### src/rtl/ccsds_turbo_dec_sink_bp_pkg.sv
`default_nettype none
// ----------------------------------------------------------------------------
// ccsds_turbo_dec_sink_bp_pkg : shared types for the backpressure decoder sink
// Rev 1.0
// ----------------------------------------------------------------------------
package ccsds_turbo_dec_sink_bp_pkg;

    localparam int cW = 16;

    typedef logic [cW-1:0] ptab_dat_t;

    typedef enum logic [1:0] {
        ST_IDLE  = 2'd0,
        ST_READ  = 2'd1,
        ST_DRAIN = 2'd2
    } state_t;

endpackage
`default_nettype wire

### src/rtl/ccsds_turbo_dec_sink_bp_if.sv
`default_nettype none
// ----------------------------------------------------------------------------
// ccsds_turbo_dec_sink_bp_if : RAM-side inputs and downstream stream bundle
// Rev 1.0
// ----------------------------------------------------------------------------
interface ccsds_turbo_dec_sink_bp_if
    import ccsds_turbo_dec_sink_bp_pkg::*;
#(
    parameter int pADDR_W = 8,
    parameter int pDAT_W  = 2,
    parameter int pTAG_W  = 8
);
    logic                iclkena;
    ptab_dat_t           iN;
    logic                ifull;
    logic [pDAT_W-1:0]   irdata;
    logic [15:0]         ierr;
    logic [pTAG_W-1:0]   itag;
    logic                orempty;
    logic [pADDR_W-1:0]  oraddr;
    logic                oready;
    logic                ofull;
    logic [pTAG_W-1:0]   otag;
    logic                osop;
    logic                oeop;
    logic                oval;
    logic [pDAT_W-1:0]   odat;
    logic [15:0]         oerr;

    modport slave (
        input  iclkena, iN, ifull, irdata, ierr, itag, oready,
        output orempty, oraddr, ofull, otag, osop, oeop, oval, odat, oerr
    );

    modport master (
        output iclkena, iN, ifull, irdata, ierr, itag, oready,
        input  orempty, oraddr, ofull, otag, osop, oeop, oval, odat, oerr
    );
endinterface
`default_nettype wire

### src/rtl/ccsds_turbo_dec_sink_fifo.sv
`default_nettype none
// ----------------------------------------------------------------------------
// ccsds_turbo_dec_sink_fifo : show-ahead skid FIFO with occupancy count
// Rev 1.0
// ----------------------------------------------------------------------------
module ccsds_turbo_dec_sink_fifo #(
    parameter int pW = 3,
    parameter int pD = 4
)(
    input  wire logic                        clk,
    input  wire logic                        rst,
    input  wire logic                        push,
    input  wire logic [pW-1:0]               wdat,
    input  wire logic                        pop,
    output logic      [pW-1:0]               rdat,
    output logic                             empty,
    output logic      [$clog2(pD+1)-1:0]     cnt
);
    localparam int cPTR_W = (pD > 1) ? $clog2(pD) : 1;
    localparam int cCNT_W = $clog2(pD + 1);

    logic [pW-1:0]     r_mem [pD];
    logic [cPTR_W-1:0] r_wptr;
    logic [cPTR_W-1:0] r_rptr;
    logic [cCNT_W-1:0] r_cnt;
    logic              w_wr;
    logic              w_rd;

    assign w_wr = push && (r_cnt != cCNT_W'(pD));
    assign w_rd = pop  && (r_cnt != '0);

    // Storage is left unreset; the head is only meaningful while not empty.
    always_ff @(posedge clk) begin
        if (w_wr) begin
            r_mem[r_wptr] <= wdat;
        end
    end

    always_ff @(posedge clk) begin
        if (rst) begin
            r_wptr <= '0;
            r_rptr <= '0;
            r_cnt  <= '0;
        end else begin
            if (w_wr) begin
                r_wptr <= (r_wptr == cPTR_W'(pD - 1)) ? '0 : r_wptr + 1'b1;
            end
            if (w_rd) begin
                r_rptr <= (r_rptr == cPTR_W'(pD - 1)) ? '0 : r_rptr + 1'b1;
            end
            case ({w_wr, w_rd})
                2'b10:   r_cnt <= r_cnt + 1'b1;
                2'b01:   r_cnt <= r_cnt - 1'b1;
                default: r_cnt <= r_cnt;
            endcase
        end
    end

    assign rdat  = r_mem[r_rptr];
    assign empty = (r_cnt == '0);
    assign cnt   = r_cnt;

endmodule
`default_nettype wire

### src/rtl/ccsds_turbo_dec_sink_bp.sv
`default_nettype none
// ----------------------------------------------------------------------------
// ccsds_turbo_dec_sink_bp : output-RAM reader with credit-based skid FIFO
// Rev 1.0
// ----------------------------------------------------------------------------
module ccsds_turbo_dec_sink_bp
    import ccsds_turbo_dec_sink_bp_pkg::*;
#(
    parameter int pADDR_W = 8,
    parameter int pDAT_W  = 2,
    parameter int pTAG_W  = 8,
    parameter int pRD_LAT = 2
)(
    input  wire logic                  iclk,
    input  wire logic                  ireset,
    ccsds_turbo_dec_sink_bp_if.slave   bus
);
    localparam int cN_LSB  = $clog2(pDAT_W);
    localparam int cFIFO_D = pRD_LAT + 2;
    localparam int cCNT_W  = $clog2(cFIFO_D + 1);

    state_t              r_state;
    state_t              w_state_nxt;
    logic [pADDR_W-1:0]  r_raddr;
    logic [pADDR_W-1:0]  r_last;
    logic                r_ofull;
    logic                r_sop_pend;
    logic [pTAG_W-1:0]   r_tag;
    logic [15:0]         r_err;
    logic [pRD_LAT-1:0]  r_vld_sr;
    logic [pRD_LAT-1:0]  r_eop_sr;

    logic                w_accept;
    logic                w_final;
    logic                w_credit;
    logic                w_issue;
    logic                w_xfer;
    logic                w_push;
    logic                w_empty;
    logic [pDAT_W:0]     w_head;
    logic [pDAT_W-1:0]   w_head_dat;
    logic                w_head_eop;
    logic [cCNT_W-1:0]   w_fifo_cnt;
    int                  w_inflight;

    // Reads still travelling through the RAM pipeline hold a FIFO slot.
    always_comb begin
        w_inflight = 0;
        for (int k = 0; k < pRD_LAT; k++) begin
            w_inflight = w_inflight + int'(r_vld_sr[k]);
        end
    end

    assign w_accept   = bus.iclkena && (r_state == ST_IDLE) && bus.ifull;
    assign w_final    = (r_raddr == r_last);
    assign w_credit   = (int'(w_fifo_cnt) + w_inflight) < cFIFO_D;
    assign w_issue    = bus.iclkena && (r_state == ST_READ) && w_credit;
    assign w_xfer     = bus.iclkena && !w_empty && bus.oready;
    assign w_push     = bus.iclkena && r_vld_sr[pRD_LAT-1];
    assign w_head_dat = w_head[pDAT_W:1];
    assign w_head_eop = w_head[0];

    ccsds_turbo_dec_sink_fifo #(
        .pW (pDAT_W + 1),
        .pD (cFIFO_D)
    ) u_fifo (
        .clk   (iclk),
        .rst   (ireset),
        .push  (w_push),
        .wdat  ({bus.irdata, r_eop_sr[pRD_LAT-1]}),
        .pop   (w_xfer),
        .rdat  (w_head),
        .empty (w_empty),
        .cnt   (w_fifo_cnt)
    );

    always_ff @(posedge iclk) begin
        if (ireset) begin
            r_state <= ST_IDLE;
        end else begin
            r_state <= w_state_nxt;
        end
    end

    always_comb begin
        w_state_nxt = r_state;
        bus.oval    = !w_empty;
        bus.odat    = w_empty ? '0 : w_head_dat;
        bus.oeop    = !w_empty && w_head_eop;
        bus.osop    = !w_empty && r_sop_pend;
        bus.orempty = w_xfer && w_head_eop;
        case (r_state)
            ST_IDLE:  if (w_accept)              w_state_nxt = ST_READ;
            ST_READ:  if (w_issue && w_final)    w_state_nxt = ST_DRAIN;
            ST_DRAIN: if (w_xfer && w_head_eop)  w_state_nxt = ST_IDLE;
            default:                             w_state_nxt = ST_IDLE;
        endcase
    end

    always_ff @(posedge iclk) begin
        if (ireset) begin
            r_raddr    <= '0;
            r_last     <= '0;
            r_ofull    <= 1'b0;
            r_sop_pend <= 1'b0;
            r_tag      <= '0;
            r_err      <= '0;
            r_vld_sr   <= '0;
            r_eop_sr   <= '0;
        end else if (bus.iclkena) begin
            r_vld_sr[0] <= w_issue;
            r_eop_sr[0] <= w_issue && w_final;
            for (int k = 1; k < pRD_LAT; k++) begin
                r_vld_sr[k] <= r_vld_sr[k-1];
                r_eop_sr[k] <= r_eop_sr[k-1];
            end
            if (w_accept) begin
                r_tag      <= bus.itag;
                r_err      <= bus.ierr;
                r_last     <= pADDR_W'((bus.iN >> cN_LSB) - 1'b1);
                r_ofull    <= 1'b1;
                r_raddr    <= '0;
                r_sop_pend <= 1'b1;
            end else begin
                if (w_issue) begin
                    r_raddr <= r_raddr + 1'b1;
                end
                if (w_xfer) begin
                    r_sop_pend <= 1'b0;
                end
                if (w_xfer && w_head_eop) begin
                    r_ofull <= 1'b0;
                end
            end
        end
    end

    assign bus.oraddr = r_raddr;
    assign bus.ofull  = r_ofull;
    assign bus.otag   = r_tag;
    assign bus.oerr   = r_err;

endmodule
`default_nettype wire

### src/flat_wrapper.sv
// flat-port wrapper written by rule: the top's interface ports become plain ports
module ccsds_turbo_dec_sink_bp_flat import ccsds_turbo_dec_sink_bp_pkg::*;
#(
    parameter int pADDR_W = 8,
    parameter int pDAT_W  = 2,
    parameter int pTAG_W  = 8,
    parameter int pRD_LAT = 2
)
  (iclk, ireset, bus_iclkena, bus_iN, bus_ifull, bus_irdata, bus_ierr, bus_itag, bus_oready, bus_orempty, bus_oraddr, bus_ofull, bus_otag, bus_osop, bus_oeop, bus_oval, bus_odat, bus_oerr);
  ccsds_turbo_dec_sink_bp_if #(.pADDR_W(pADDR_W), .pDAT_W(pDAT_W), .pTAG_W(pTAG_W)) bus_i ();
  input  wire logic iclk;
  input  wire logic ireset;
  input wire logic [$bits(bus_i.iclkena)-1:0] bus_iclkena;
  input wire logic [$bits(bus_i.iN)-1:0] bus_iN;
  input wire logic [$bits(bus_i.ifull)-1:0] bus_ifull;
  input wire logic [$bits(bus_i.irdata)-1:0] bus_irdata;
  input wire logic [$bits(bus_i.ierr)-1:0] bus_ierr;
  input wire logic [$bits(bus_i.itag)-1:0] bus_itag;
  input wire logic [$bits(bus_i.oready)-1:0] bus_oready;
  output wire logic [$bits(bus_i.orempty)-1:0] bus_orempty;
  output wire logic [$bits(bus_i.oraddr)-1:0] bus_oraddr;
  output wire logic [$bits(bus_i.ofull)-1:0] bus_ofull;
  output wire logic [$bits(bus_i.otag)-1:0] bus_otag;
  output wire logic [$bits(bus_i.osop)-1:0] bus_osop;
  output wire logic [$bits(bus_i.oeop)-1:0] bus_oeop;
  output wire logic [$bits(bus_i.oval)-1:0] bus_oval;
  output wire logic [$bits(bus_i.odat)-1:0] bus_odat;
  output wire logic [$bits(bus_i.oerr)-1:0] bus_oerr;
  assign bus_i.iclkena = bus_iclkena;
  assign bus_i.iN = bus_iN;
  assign bus_i.ifull = bus_ifull;
  assign bus_i.irdata = bus_irdata;
  assign bus_i.ierr = bus_ierr;
  assign bus_i.itag = bus_itag;
  assign bus_i.oready = bus_oready;
  assign bus_orempty = bus_i.orempty;
  assign bus_oraddr = bus_i.oraddr;
  assign bus_ofull = bus_i.ofull;
  assign bus_otag = bus_i.otag;
  assign bus_osop = bus_i.osop;
  assign bus_oeop = bus_i.oeop;
  assign bus_oval = bus_i.oval;
  assign bus_odat = bus_i.odat;
  assign bus_oerr = bus_i.oerr;
  ccsds_turbo_dec_sink_bp #(.pADDR_W(pADDR_W), .pDAT_W(pDAT_W), .pTAG_W(pTAG_W), .pRD_LAT(pRD_LAT)) u_core (.iclk(iclk), .ireset(ireset), .bus(bus_i));
endmodule
### config.mk
export PLATFORM = sky130hd
export DESIGN_NAME = ccsds_turbo_dec_sink_bp_flat
export DESIGN_NICKNAME = d
export VERILOG_FILES = /design/src/rtl/ccsds_turbo_dec_sink_bp_pkg.sv /design/src/rtl/ccsds_turbo_dec_sink_bp_if.sv /design/src/rtl/ccsds_turbo_dec_sink_fifo.sv /design/src/rtl/ccsds_turbo_dec_sink_bp.sv /design/src/flat_wrapper.sv
export SDC_FILE = /design/constraint.sdc
export NUM_CORES = 1
export LEC_CHECK = 0
export BUFFER_PORTS_ARGS = -buffer_cell sky130_fd_sc_hd__buf_2
export CORE_MARGIN = 8
export CORE_UTILIZATION = 51
export DETAILED_ROUTE_END_ITERATION = 10
export GPL_ROUTABILITY_DRIVEN = 0
export PLACE_DENSITY = 0.76
export SLEW_MARGIN = 20
export SYNTH_ARGS = -nofsm -noshare
export SYNTH_HDL_FRONTEND = slang
export SYNTH_SLANG_ARGS = --single-unit
### constraint.sdc
create_clock -name iclk -period 2.41 [get_ports iclk]
set_input_delay 0.3615 -clock iclk [delete_from_list [all_inputs] [get_ports iclk]]
set_output_delay 0.3615 -clock iclk [all_outputs]
set_load 0.1 [all_outputs]
==> run metrics <==
drt initial violations between 80 and 90; syn_nets 366; Initial Util 52.7%; placed cell area 3370 um^2; Buf/Inv on CP 2; grt total ovfl 0; fmax 471 MHz; detailed-route wire length per cell 13.2 um; WHS Path Cells 2; syn_area_per_cell 9.37 um^2; clock tree from TritonCTS built; post-synth cell types 34; Fin Setup TNS 0 ps; leakage ~1.5 nW; Die W 91.2 um; Worst-Margin Slew between 600 and 700 ps; Hold Crit Class input port to flip-flop; CP arrival 1760 ps; minimum clock period 2120 ps; CTS resizes 0; flop2flop setup slack 400 ps; DR vias/cell 5.05; synthesized flop and latch total 69; Placed Cells 449; clock sink count 69; H-Tree Depth 3; Hold Slack 251 ps; RSZ-0062 raised after global routing false; Worst Skew 7.95 ps; Non-Filler Instances 465; core area 5470 um^2; crit-path cells mux4_2, nand2b_1, inv_1, buf_2; final setup margin 287 ps; PortBufs 77; HPWL after DPL 4630 um; Num CTS Buffers 9; Final #Nets 446; synthesized area 2890 um^2; Layout area overhead 23.0%; Final Hold Fails 0; initial antenna violation count 0; maximum number of pins on one net before global-route repair 33; Crit. End Element output port; Root Buffer clkbuf_8; Crit path max-delay family multiplexers; part of the cycle the worst path needs 88.1%; relative slew slack 57.8%; PD cells 697 nW/um^2; I/O pin count 86; Post-CTS Setup Inserts 0; max-slew violation count 0; clock buffer depth 2; Crit-path slowest cell mux4_2; Tot GR Track Use 15.0%; final instance area 3550 um^2; vias in the first global route 2,255; Worst Reg-to-Reg Cells 8; Final setup viols 0; post-place setup slack between 200 and 300 ps; first-pass GRT wire length 10,100 um; # DRC 0; CP max stage delay around 540 ps; critical path peak fanout 3; Req. time, crit path 2050 ps; clk_lat worst skew ~340 ps; hold buffers post-CTS 0; die area 8320 um^2; Vias about 2.3k; fraction of layout cells with a size suffix above 1 approximately a quarter; WP depth 4; Setup crit start kind flip-flop; Post-Synthesis Cells 308; Max-Cap Viols 0; ANT cells 0; Row Count 27; sequential fraction of the synthesis area 52.0%; final wirelength a little over 6000 um; status complete, no violations; worst setup path class flip-flop to output port; CTS clock-pin slew for the worst setup and hold paths 70 ps; Max VDD drop 0.000501 V; yosys warns 0; post-route ant nets 0; DIE HEIGHT 91.2 um; First-pass DRT Iterations 4
-- worst register-to-register path, delay by kind of cell (launching register included) --
kind	cells	cell delay, ps
buf+inv	2	180
flops	1	460
simple gates	1	300
compound gates	2	270
xor+xnor	1	160
fa+ha+maj	2	570
-- report_power, final --
part	switching (mW)	total (mW)	internal, mW
sequential	0.0225	1.23	1.21
combinational	0.273	0.366	0.0932
clock	0.403	0.876	0.473
total	0.698	2.47	1.78
-- cells in the mapped netlist --
cell,n,area (um^2)
nand2_1,58,218
dfxtp_1,57,1140
a21oi_1,40,200
nor2_1,25,93.8
clkbuf_1,12,45.0
edfxtp_1,12,360
xor2_1,12,105
inv_1,11,41.3
ha_1,10,125
and2_1,9,56.3
a211oi_1,7,52.6
nand2b_1,5,31.3
nand3_1,5,25.0
or3_1,5,31.3
xnor2_1,5,43.8
mux2i_1,4,40.0
o21ai_0,4,20.0
and3_1,3,18.8
mux4_2,3,67.6
nor3_1,3,15.0
nor4_1,3,18.8
o31ai_1,2,15.0
or4_1,2,15.0
a311oi_1,1,8.76
a31oi_1,1,6.26
buf_1,1,3.75
buf_2,1,5.00
fa_1,1,20.0
nand3_2,1,10.0
nand3b_1,1,7.51
nand4_1,1,6.26
nor4b_4,1,23.8
o311ai_1,1,8.76
or2_2,1,6.26
-- metal layers --
metal / GRT usage [%] / routed length, um
met2: 22.6 / 2650
met1: 16.3 / 2640
met5: 0 / 0
met4: 8.59 / 141
met3: 8.64 / 721
-- final cells by class --
cell class | instances | area [um^2]
clock buffers | 11 | 131
clock inverters | 5 | 52.6
fillers | 480 | 1920
inverters | 11 | 41.3
multi-input cells | 214 | 1290
flip-flops and latches | 69 | 1500
well taps | 72 | 90.1
repair buffers | 83 | 443
-- cells in the final DEF (no fill, tap or decap), drive strengths merged, types with 2 or more instances in the layout --
cell	instances
a211oi	7
inv	11
xor2	12
and3	3
dfxtp	57
nand2b	5
nor2	25
a21oi	40
mux2i	4
ha	10
clkinv	3
and2	9
nor4	3
or4	2
xnor2	5
o21ai	4
mux4	3
nor3	3
nand3	6
buf	83
o31ai	2
clkbuf	11
edfxtp	12
nand2	58
or3	5
-- logic make-up after synthesis --
group	synth area share (%)
buffers and inverters	3.29
xor gates and xnor gates	5.16
adders and majority gates	5.03
AOI/OAI and AO/OA	10.8
and+or+nand+nor	20.0
muxes	3.73
DFF	52.0
-- flip-flops by register name (all words and copies together), names as in the netlist, named ones only --
register / cells
u_core.r_last: 8
u_core.r_eop_sr: 2
u_core.r_sop_pend: 1
u_core.bus.ofull: 1
u_core.bus.oraddr: 8
u_core.bus.otag: 8
u_core.u_fifo.cnt: 3
u_core.u_fifo.r_wptr: 2
u_core.r_state: 2
u_core.r_vld_sr: 2
u_core.u_fifo.r_rptr: 2
u_core.bus.oerr: 16
u_core.u_fifo.r_mem: 12
-- metrics by stage --
| step | util (%) | total power [mW] |
|---|---|---|
| 2_1_floorplan | - | 1.53 |
| 3_3_place_gp | 61.5 | 1.62 |
| 3_5_place_dp | 61.5 | 1.63 |
| 4_1_cts | 64.9 | 2.50 |
| 5_1_grt | 64.9 | 2.59 |
| 6_report | 64.9 | 2.47 |
-- final timing paths --
check                        from                   end
min                     bus_iN[1]      u_core.r_last[0]
min reg2reg   u_core.bus.oerr[14]   u_core.bus.oerr[14]
max reg2reg  u_core.u_fifo.cnt[2]  u_core.u_fifo.cnt[2]
max                     flip-flop           bus_orempty
Note: power is estimated with default switching activity, not from simulation.
